### config.mk
export PLATFORM = sky130hd
export DESIGN_NAME = cpu_sequencer
export DESIGN_NICKNAME = d
export VERILOG_FILES = /design/src/rtl/cpu_seq_pkg.sv /design/src/rtl/cpu_seq_decode.sv /design/src/rtl/cpu_sequencer.sv
export SDC_FILE = /design/constraint.sdc
export NUM_CORES = 1
export LEC_CHECK = 0
export CAP_MARGIN = 20
export CORE_UTILIZATION = 28
export DETAILED_ROUTE_END_ITERATION = 10
export DONT_BUFFER_PORTS = 1
export MAX_ROUTING_LAYER = met4
export PLACE_DENSITY_LB_ADDON = 0.08
export SETUP_SLACK_MARGIN = 0.5
export SLEW_MARGIN = 20
export SYNTH_ARGS = -nofsm -noshare
export SYNTH_HDL_FRONTEND = slang
export SYNTH_SLANG_ARGS = --single-unit
### constraint.sdc
create_clock -name clk -period 6 [get_ports clk]
set_clock_uncertainty 0.1 [all_clocks]
set_input_delay 1.2 -clock clk [delete_from_list [all_inputs] [get_ports clk]]
set_output_delay 1.2 -clock clk [all_outputs]
set_load 0.02 [all_outputs]
### src/rtl/cpu_seq_pkg.sv
// cpu_seq_pkg: shared definitions for the cpu_sequencer slice.
//   - opcode constants of the supported instruction classes
//   - ALU operation codes driven on the sequencer's op output
//   - sequencer state enum
//   - decoded control bundle (cpu_seq_decode -> cpu_sequencer)
//   - registered datapath-control bundle driven by cpu_sequencer
package cpu_seq_pkg;

  localparam logic [6:0] OPC_RTYPE  = 7'h33;
  localparam logic [6:0] OPC_ITYPE  = 7'h13;
  localparam logic [6:0] OPC_LOAD   = 7'h03;
  localparam logic [6:0] OPC_STORE  = 7'h23;
  localparam logic [6:0] OPC_BRANCH = 7'h63;
  localparam logic [6:0] OPC_JAL    = 7'h6F;

  localparam logic [2:0] ALU_ADD = 3'b010;
  localparam logic [2:0] ALU_SUB = 3'b110;
  localparam logic [2:0] ALU_AND = 3'b000;
  localparam logic [2:0] ALU_OR  = 3'b001;

  localparam logic [2:0] F3_BEQ = 3'b000;
  localparam logic [2:0] F3_BNE = 3'b001;

  typedef enum logic [2:0] {
    IDLE,
    FETCH,
    DECODE,
    EXEC,
    MEM,
    WB,
    HALT
  } state_e;

  // Everything the FSM needs to know about one instruction word.
  typedef struct packed {
    logic       legal;      // opcode is one of the six supported classes
    logic       nop;        // all-zero word: clean halt
    logic       alu_src;
    logic [2:0] alu_op;
    logic       is_load;
    logic       is_store;
    logic       is_branch;
    logic       is_jump;
    logic       uses_mem;   // EXEC continues into MEM
    logic       br_eq;      // branch taken when zero
    logic       br_ne;      // branch taken when !zero
  } ctrl_t;

  typedef struct packed {
    logic       reg_write;
    logic       alu_src;
    logic       mem_read;
    logic       mem_write;
    logic       mem2reg;
    logic [2:0] op;
  } ctl_out_t;

  localparam ctl_out_t CTL_QUIET = '{
    reg_write: 1'b0,
    alu_src:   1'b0,
    mem_read:  1'b0,
    mem_write: 1'b0,
    mem2reg:   1'b0,
    op:        ALU_ADD
  };

endpackage

### src/rtl/cpu_seq_decode.sv
// cpu_seq_decode: purely combinational opcode/funct decode.
// Ports:
//   instr [31:0] in  : instruction word to decode
//   ctrl         out : decoded control bundle (cpu_seq_pkg::ctrl_t)
module cpu_seq_decode
  import cpu_seq_pkg::*;
(
  input  logic [31:0] instr,
  output ctrl_t       ctrl
);

  logic [6:0] opcode;
  logic [2:0] funct3;

  always_comb begin
    opcode = instr[6:0];
    funct3 = instr[14:12];

    ctrl         = '0;
    ctrl.alu_op  = ALU_ADD;
    ctrl.alu_src = 1'b1;
    ctrl.nop     = (instr == '0);

    case (opcode)
      OPC_RTYPE: begin
        ctrl.legal   = 1'b1;
        ctrl.alu_src = 1'b0;
        case (funct3)
          3'b000:  ctrl.alu_op = instr[30] ? ALU_SUB : ALU_ADD;
          3'b111:  ctrl.alu_op = ALU_AND;
          3'b110:  ctrl.alu_op = ALU_OR;
          default: ctrl.alu_op = ALU_ADD;
        endcase
      end
      OPC_ITYPE: begin
        ctrl.legal = 1'b1;
      end
      OPC_LOAD: begin
        ctrl.legal    = 1'b1;
        ctrl.is_load  = 1'b1;
        ctrl.uses_mem = 1'b1;
      end
      OPC_STORE: begin
        ctrl.legal    = 1'b1;
        ctrl.is_store = 1'b1;
        ctrl.uses_mem = 1'b1;
      end
      OPC_BRANCH: begin
        ctrl.legal     = 1'b1;
        ctrl.is_branch = 1'b1;
        ctrl.alu_src   = 1'b0;
        ctrl.alu_op    = ALU_SUB;
        // Any other funct3 decodes as a never-taken branch.
        ctrl.br_eq     = (funct3 == F3_BEQ);
        ctrl.br_ne     = (funct3 == F3_BNE);
      end
      OPC_JAL: begin
        ctrl.legal   = 1'b1;
        ctrl.is_jump = 1'b1;
      end
      default: ;
    endcase
  end

endmodule

### src/rtl/cpu_sequencer.sv
// cpu_sequencer: multi-cycle instruction sequencer
// (IDLE/FETCH/DECODE/EXEC/MEM/WB/HALT) with PC and retire counter.
// Optional feature macro: CPU_SEQ_PERF_EN -- enables the 32-bit retired
// counter and the MAX_RETIRE halt limit; without it retired reads 0.
// Parameters:
//   ENTRY_PC   : PC loaded at reset
//   MAX_RETIRE : retire count that forces HALT (0 = unlimited)
// Ports:
//   clk, rst_n        : clock, asynchronous active-low reset
//   start             : leave IDLE and begin fetching at PCin
//   ins               : instruction at PCin from the fetch stage
//   zero              : ALU zero flag, sampled in EXEC
//   branch, jTarget   : branch / jump targets from decode
//   PCin              : current program counter
//   RegWrite, ALUSrc, MemRead, MemWrite, Mem2Reg, op : datapath controls
//   halted, illegal   : in HALT; HALT caused by an unknown opcode
//   retired           : retired-instruction count
module cpu_sequencer
  import cpu_seq_pkg::*;
#(
  parameter logic [31:0] ENTRY_PC   = 32'h0000_0028,
  parameter int unsigned MAX_RETIRE = 0
) (
  input  logic        clk,
  input  logic        rst_n,
  input  logic        start,
  input  logic [31:0] ins,
  input  logic        zero,
  input  logic [31:0] branch,
  input  logic [31:0] jTarget,
  output logic [31:0] PCin,
  output logic        RegWrite,
  output logic        ALUSrc,
  output logic        MemRead,
  output logic        MemWrite,
  output logic        Mem2Reg,
  output logic [2:0]  op,
  output logic        halted,
  output logic        illegal,
  output logic [31:0] retired
);

`ifdef CPU_SEQ_PERF_EN
  localparam bit PERF_EN = 1'b1;
`else
  localparam bit PERF_EN = 1'b0;
`endif

  state_e      state_q, state_d;
  logic [31:0] ir_q;
  logic [31:0] pc_q, pc_d;
  logic        pc_upd;
  logic        set_illegal;
  logic        halted_q, illegal_q;
  logic [31:0] retired_q;
  logic        limit_hit;
  logic        taken;
  logic [31:0] dec_word;
  ctrl_t       ctrl;
  ctl_out_t    ctl_q, ctl_d;

  // In FETCH the word is decoded straight from ins so that the controls
  // registered on entry to DECODE are already valid in that cycle.
  assign dec_word = (state_q == FETCH) ? ins : ir_q;

  cpu_seq_decode u_decode (
    .instr (dec_word),
    .ctrl  (ctrl)
  );

  assign limit_hit = PERF_EN && (MAX_RETIRE != 0) &&
                     ((retired_q + 32'd1) == MAX_RETIRE);

  assign taken = (ctrl.br_eq && zero) || (ctrl.br_ne && !zero);

  // Next state, PC update and retire decision.
  always_comb begin
    state_d     = state_q;
    pc_upd      = 1'b0;
    pc_d        = pc_q + 32'd4;
    set_illegal = 1'b0;
    case (state_q)
      IDLE:   if (start) state_d = FETCH;
      FETCH:  state_d = DECODE;
      DECODE: begin
        if (ctrl.nop) begin
          state_d = HALT;
        end else if (!ctrl.legal) begin
          state_d     = HALT;
          set_illegal = 1'b1;
        end else begin
          state_d = EXEC;
        end
      end
      EXEC: begin
        if (ctrl.is_branch) begin
          pc_upd  = 1'b1;
          if (taken) pc_d = branch;
          state_d = limit_hit ? HALT : FETCH;
        end else if (ctrl.uses_mem) begin
          state_d = MEM;
        end else begin
          state_d = WB;
        end
      end
      MEM: begin
        if (ctrl.is_load) begin
          state_d = WB;
        end else begin
          pc_upd  = 1'b1;
          state_d = limit_hit ? HALT : FETCH;
        end
      end
      WB: begin
        pc_upd  = 1'b1;
        if (ctrl.is_jump) pc_d = jTarget;
        state_d = limit_hit ? HALT : FETCH;
      end
      HALT:    state_d = HALT;
      default: state_d = IDLE;
    endcase
  end

  // Controls for the state being entered, so the outputs can be registered.
  always_comb begin
    ctl_d = CTL_QUIET;
    case (state_d)
      DECODE, EXEC: begin
        ctl_d.alu_src = ctrl.alu_src;
        ctl_d.op      = ctrl.alu_op;
      end
      MEM: begin
        ctl_d.alu_src   = ctrl.alu_src;
        ctl_d.op        = ctrl.alu_op;
        ctl_d.mem_read  = ctrl.is_load;
        ctl_d.mem_write = ctrl.is_store;
        ctl_d.mem2reg   = ctrl.is_load;
      end
      WB: begin
        ctl_d.alu_src   = ctrl.alu_src;
        ctl_d.op        = ctrl.alu_op;
        ctl_d.reg_write = 1'b1;
        ctl_d.mem2reg   = ctrl.is_load;
      end
      default: ;
    endcase
  end

  always_ff @(posedge clk or negedge rst_n) begin
    if (!rst_n) begin
      state_q   <= IDLE;
      pc_q      <= ENTRY_PC;
      ir_q      <= '0;
      retired_q <= '0;
      halted_q  <= 1'b0;
      illegal_q <= 1'b0;
      ctl_q     <= CTL_QUIET;
    end else begin
      state_q  <= state_d;
      ctl_q    <= ctl_d;
      halted_q <= (state_d == HALT);
      if (set_illegal) illegal_q <= 1'b1;
      if (state_q == FETCH) ir_q <= ins;
      if (pc_upd) begin
        pc_q <= pc_d;
`ifdef CPU_SEQ_PERF_EN
        retired_q <= retired_q + 32'd1;
`endif
      end
    end
  end

  assign PCin     = pc_q;
  assign RegWrite = ctl_q.reg_write;
  assign ALUSrc   = ctl_q.alu_src;
  assign MemRead  = ctl_q.mem_read;
  assign MemWrite = ctl_q.mem_write;
  assign Mem2Reg  = ctl_q.mem2reg;
  assign op       = ctl_q.op;
  assign halted   = halted_q;
  assign illegal  = illegal_q;
  assign retired  = retired_q;

endmodule
# After elaboration in Yosys (flattened, before gate mapping)
# Cells that the tools add are included.
dict set report word_totals {
  input_bits 100
  reg_bits 77
  wordCells 76
  out_inout_bits 74
}
dict set report op_classes {
  eq_ne 20
  n_addsub 1
  n_reduce_logical 11
  n_mux 33
}
# op n
set ops {}
lappend ops {{two-way mux 32 bit} 4}
lappend ops {{case mux 32 bit (2 select lines)} 1}
lappend ops {{adder 32 x 3 -> 32 bit, second input constant} 1}
lappend ops {{zero test 32 bit} 1}
lappend ops {{== test 3 bit, second input constant} 8}
lappend ops {{two-way mux 3 bit} 7}
lappend ops {{case mux 3 bit (7 select lines)} 1}
lappend ops {{two-way mux 1 bit} 15}
lappend ops {{== test 7 x 6 -> 1 bit, second input constant} 2}
lappend ops {{== test 7 bit, second input constant} 2}
lappend ops {{== test 3 x 2 -> 1 bit, second input constant} 4}
lappend ops {{case mux 3 bit (3 select lines)} 1}
lappend ops {{case mux 4 bit (2 select lines)} 1}
lappend ops {{== test 7 x 2 -> 1 bit, second input constant} 1}
lappend ops {{== test 7 x 5 -> 1 bit, second input constant} 1}
lappend ops {{== test 3 x 1 -> 1 bit, second input constant} 2}
lappend ops {{zero test 3 bit} 2}
lappend ops {{OR reduction 6 bit} 1}
lappend ops {{two-way mux 2 bit} 2}
lappend ops {{OR reduction 2 bit} 2}
lappend ops {{OR reduction 4 bit} 1}
lappend ops {{case mux 1 bit (3 select lines)} 1}
lappend ops {{logical AND 1 bit} 2}
lappend ops {{zero test 1 bit} 1}
lappend ops {{logical OR 1 bit} 1}

# Depth between registers and ports, before layout
dict set report depth {
  word_depth 11
  ltp_mapped 9
  mapped_depth_nobuf 6
}

# Modules after synthesis
# From an unflattened synthesis, not the netlist that was laid out.
dict set report unflattened {
  cells_unflattened 426
  hier_area_um2 4245.3
}
# mod n_inst seq_area_each_um2 area_each_um2 cells_per_inst
set by_module_without_submodules {}
lappend by_module_without_submodules {cpu_sequencer 1 1930.6 4026.4 391}
lappend by_module_without_submodules {cpu_seq_decode 1 0.0 219.0 35}

# Worst setup path before layout
# OpenSTA, ideal clock, no wires.
dict set report synth_timing {
  kind {input -> register}
  from {input port ins[12]}
  to {register pc_q[10] (netlist: PCin[10])}
  t_arrival_ns 2.491
  setup_time_ns 0.138
  path_stages 7
  slack_ns 3.270
  n_path_buf 2
  required_time_ns 5.762
  path_cell_list {nor4b_1 > o21ai_0 > a21oi_1 > buf_4 > buf_2 > a222oi_1 > o21ai_0}
}
dict set report synth_between {
  elab_chain_len 8
  word_cells_on_any_way 10
  classes_between {1 x eq/ne; 5 x mux; 4 x reduce/logical}
}
# item line
set synth_rtl {}
lappend synth_rtl {{start, declared} cpu_sequencer.sv:27} ;# input logic [31:0] ins,
lappend synth_rtl {{two-way mux 32 bit (*)} -}
lappend synth_rtl {{== test 3 x 1 -> 1 bit or zero test 3 bit (tied branches)} {cpu_seq_decode.sv:55, cpu_seq_decode.sv:54}}
lappend synth_rtl {{two-way mux 2 bit (*)} cpu_seq_decode.sv:24} ;# case (opcode)
lappend synth_rtl {{logical AND 1 bit} cpu_sequencer.sv:74} ;# assign taken = (ctrl.br_eq && zero) || (ctrl.br_ne && !zero);
lappend synth_rtl {{logical OR 1 bit (*)} cpu_sequencer.sv:74}
lappend synth_rtl {{two-way mux 32 bit (*)} cpu_sequencer.sv:98} ;# if (taken) pc_d = branch;
lappend synth_rtl {{two-way mux 32 bit (*)} cpu_sequencer.sv:96} ;# if (ctrl.is_branch) begin
lappend synth_rtl {{case mux 32 bit (2 select lines) (*)} cpu_sequencer.sv:82} ;# case (state_q)
lappend synth_rtl {{end signal, assigned} cpu_sequencer.sv:165} ;# pc_q <= pc_d;
lappend synth_rtl {{end, declared} cpu_sequencer.sv:51} ;# logic [31:0] pc_q, pc_d;
# Every way passes the cells marked *; elsewhere a longest branch is shown, timed or not.
# A chain may end at the register's enable or synchronous reset.

# Worst setup path after layout
dict set report layout_timing {
  from {register ir_q[2]}
  to {register pc_q[7] (netlist: PCin[7])}
}
dict set report layout_between {
  elab_chain_len 8
  word_cells_on_any_way 18
  classes_between {3 x eq/ne; 12 x mux; 3 x reduce/logical}
}
# item line
set layout_rtl {}
lappend layout_rtl {{start, declared} cpu_sequencer.sv:50} ;# logic [31:0] ir_q;
lappend layout_rtl {{start signal, assigned} cpu_sequencer.sv:163} ;# if (state_q == FETCH) ir_q <= ins;
lappend layout_rtl {{two-way mux 32 bit (*)} -}
lappend layout_rtl {{== test 7 bit} cpu_seq_decode.sv:24}
lappend layout_rtl {{two-way mux 2 bit} cpu_seq_decode.sv:24}
lappend layout_rtl {{logical AND 1 bit} cpu_sequencer.sv:74}
lappend layout_rtl {{logical OR 1 bit} cpu_sequencer.sv:74}
lappend layout_rtl {{two-way mux 32 bit} cpu_sequencer.sv:98}
lappend layout_rtl {{two-way mux 32 bit} cpu_sequencer.sv:96}
lappend layout_rtl {{case mux 32 bit (2 select lines)} cpu_sequencer.sv:82}
# Marks and branches as above.

==> summary.txt <==
Routed Antenna Nets - 0
CTS HTree Levels - 3
Seq pwr share - 39.6%
layout cell share with drive strength beyond 1 - 9.881%
Die Ht - 130.0 µm
Clk pwr share - 24.8%
DR vias - 3,886
outcome - complete, no violations
switching share of power - 42.97%
RSZ-0062 raised after global routing - no
Root Buffer - clkbuf_16
Max Cap Viol - 0
core area - 15,940 µm²
Int Power - 0.001432 W
Worst-path clk slew - 0.07 ns
Unique masters post-synth - 74
pre-CTS setup slack - 2.718 ns
PD cells - 502.1 nW/µm²
total gr overflow - 0
Residual DRC - 0
cell count after placement - 706
Post-CTS Setup Bufs - 0
adder-cell area share of the yosys netlist - 0.2729%
Synth Register Bits - 77
Avg Cell Area, Syn - 8.867 µm²
initial antenna violation count - 2
GRT met2 Usage - 24.19%
Lkg Pwr - 2.175 nW
post-synthesis xor/xnor area fraction - 0.3821%
Non-Filler Instances - 724
crit path cell chain - nand4bb_1 > or4_1 > a21oi_4 > buf_4 > nor2_1 > a221o_1
Fillers - 1,701
drt first pass iters - 7
Setup Crit Path Kind - reg2reg
Chip Width - 130.0 µm
Initial DRC Count - 358
die area - 16,890 µm²
cts bufs inserted - 9
Critical Path AT - 3.27 ns
WP buf/inv - 1
gr busiest metal - met1
Storage cell area - 1931 µm²
RePlAce Congestion - 0.7845
largest net degree at the start of global routing - 78
largest family of logic cells by synthesized area - simple AND/OR/NAND/NOR gates
Simple-Gate Fraction of Synth Area - 23.42%
VDD IR-drop max - 0.1450 mV
total routed wirelength - 14.17 mm
DR WL/cell - 19.57 µm
setup TNS - 0 ns
Clock Latency Late Sink - 0.35 ns
Post-Synthesis Cells - 517
sequential share of the synthesized area - 42.11%
Worst EP required - 6.13 ns
footprint of the multi-input gates - 2369 µm²
Synth async-reset ratio - 100.0%
I/O pins - 174
Yosys Warn Count - 32
Fin. Hold Viols - 0
final setup margin - 2.859 ns
CTS tree - yes
headroom to the max-slew limit - 26.63%
CP Launch Type - flip-flop
Layout Nets - 602
Cell Area, Synth - 4584 µm²
Initial Util - 28.76%
cell taking the most area after synthesis - dfrtp_1
Post-CTS Resized - 0
post-synthesis compound-gate area fraction - 21.26%
I/O Buffers - 0
Crit-path slowest cell - or4_1
worst hold path type - reg2reg
Sink Count - 77
max incr delay on CP - 0.92 ns
first-pass GRT wire length - 21.41 mm
Max Buffers Root-to-Sink - 2
vias in the first global route - 3,690
post-synthesis mux area share - 3.139%
DP HPWL - 10.06 mm
M3 GR Usage - 4.920%
hold_buf cts - 0
Max Fclk - 318.4 MHz
std cell rows - 46
CP endpoint kind - flip-flop
CP delay by family, top - simple AND/OR/NAND/NOR gates
CP max FO - 27
Post-synth top flop - dfrtp_1
Switch Pwr - 0.001079 W
logic gate share of total power - 35.7%
synth top area cells - dfrtp_1 40%, nand2_1 7.9%, buf_4 5.6%, a222oi_1 4.1%, o21ai_0 3.1%
Setup-failing EPs final - 0
post-layout minimum cycle time - 3.141 ns
met1 Resource Use GR - 24.54%
Max Slew Vio Count - 0
post-route clock period utilization - 52.35%
DR vias/cell - 5.367
area fraction of the dominant cell type after synthesis - 40.39%
Worst Tran Pin Value - 1.091 ns
Total Routing Usage GR - 17.57%
Post-synth EDFFs - 0
area grow syn2layout - 9.089%
==> worst min-delay path: stages, from the launching register on <==
cell and delay (ns):
dfrtp_1 0.34, nand2_1 0.05, nand2_1 0.05
==> layout make-up <==
| type | instances | share of cell area (%) |
|---|---|---|
| clock inverters | 6 | 1.876 |
| diodes | 2 | 0.1001 |
| clock buffers | 10 | 4.779 |
| flip-flops and latches | 77 | 38.60 |
| multi-input cells | 394 | 47.36 |
| well taps | 216 | 5.404 |
| repair buffers | 6 | 0.9007 |
| inverters | 13 | 0.9757 |
==> placed cells by master (no fill, tap or decap), drive strengths merged, types with 8 or more instances in the layout <==
cell,instances
a211oi,9
a222oi,19
mux2i,11
a21oi,20
and2,8
conb,32
nand3,9
dfrtp,74
nand2,97
o21ai,30
inv,15
nor2,22
clkbuf,10
nand4,14
nor3,10
nor4,15
==> metal layers <==
layer | part of all wire, % | vias to the layer above | wire, µm
met2 | 44 | 142 | 6180
met5 | 0 | - | 0
met3 | 7.3 | 12 | 1036
met1 | 48 | 1881 | 6803
met4 | 1.0 | 0 | 147
li1 | - | 1851 | -
==> logic make-up (layout without fill, tap and decap cells) <==
kind of cell             after synthesis  in the layout
other                                  1             34
AND/OR/NAND/NOR                      212            212
XOR/XNOR                               2              2
multiplexers                          14             14
buffers and inverters                 77             35
AO/OA/AOI/OAI                        133            133
adder cells (fa/ha/maj)                1              1
flip-flops                            77             77
==> power groups by stage <==
stage	clock, W	sequential (W)	combinational (W)
floorplan	0	0.000905	0.000739
global placement	0	0.00100	0.000892
detailed placement	0	0.00100	0.000894
CTS	0.000637	0.000992	0.000900
global route	0.000656	0.00103	0.00102
finish	0.000622	0.000993	0.000896
==> synthesized netlist by cell type (all sizes together), types with 3 or more instances <==
library cell  number
dfstp              3
mux2i             11
nor4b              4
and2               8
and4               3
o31a               4
a21oi             20
buf               44
a222oi            19
o21ai             30
nor2              22
a41o               3
mux2               3
o31ai              3
a22oi              7
nand2             97
clkbuf            20
or4                5
nor3b              3
nand4             14
nor4              15
dfrtp             74
a211oi             9
nand3              9
inv               13
or2                4
or3                5
nor3              10
a31oi              7
==> metrics by stage <==
step                      util [%]  hold slack [ns]  power [W]  instance area, µm²
after global routing         31.37           0.4013   0.002701                5001
final                        31.37           0.3794   0.002511                5001
after detailed placement     29.25           0.3663   0.001896                4663
after CTS                    31.34           0.3810   0.002529                4996
after floorplan                  -           0.3460   0.001644                4701
after global placement       29.25           0.3595   0.001892                4663
==> flip-flops by register name, summed over array words and instances (netlist names) <==
signal,flops
ALUSrc,1
Mem2Reg,1
MemRead,1
MemWrite,1
PCin,32
RegWrite,1
halted,1
illegal,1
ir_q,32
op,3
state_q,3
==> path summary, 6_finish.rpt <==
check                      slack [ns]                  end          startpoint  cells after the start
max                              2.86  PCin[7]$_DFFE_PN0P_   ir_q[2]$_DFF_PN0_                      6
min                              0.38   ir_q[28]$_DFF_PN0_  ir_q[28]$_DFF_PN0_                      2
max reg2reg                      2.86  PCin[7]$_DFFE_PN0P_   ir_q[2]$_DFF_PN0_                      6
min reg2reg                      0.38   ir_q[28]$_DFF_PN0_  ir_q[28]$_DFF_PN0_                      2
max in group asynchronous        5.13      op[1]$_DFF_PN1_               rst_n                      0
min in group asynchronous        0.45  PCin[6]$_DFFE_PN0P_               rst_n                      0
No activity file was read; power rests on OpenSTA's default activity.
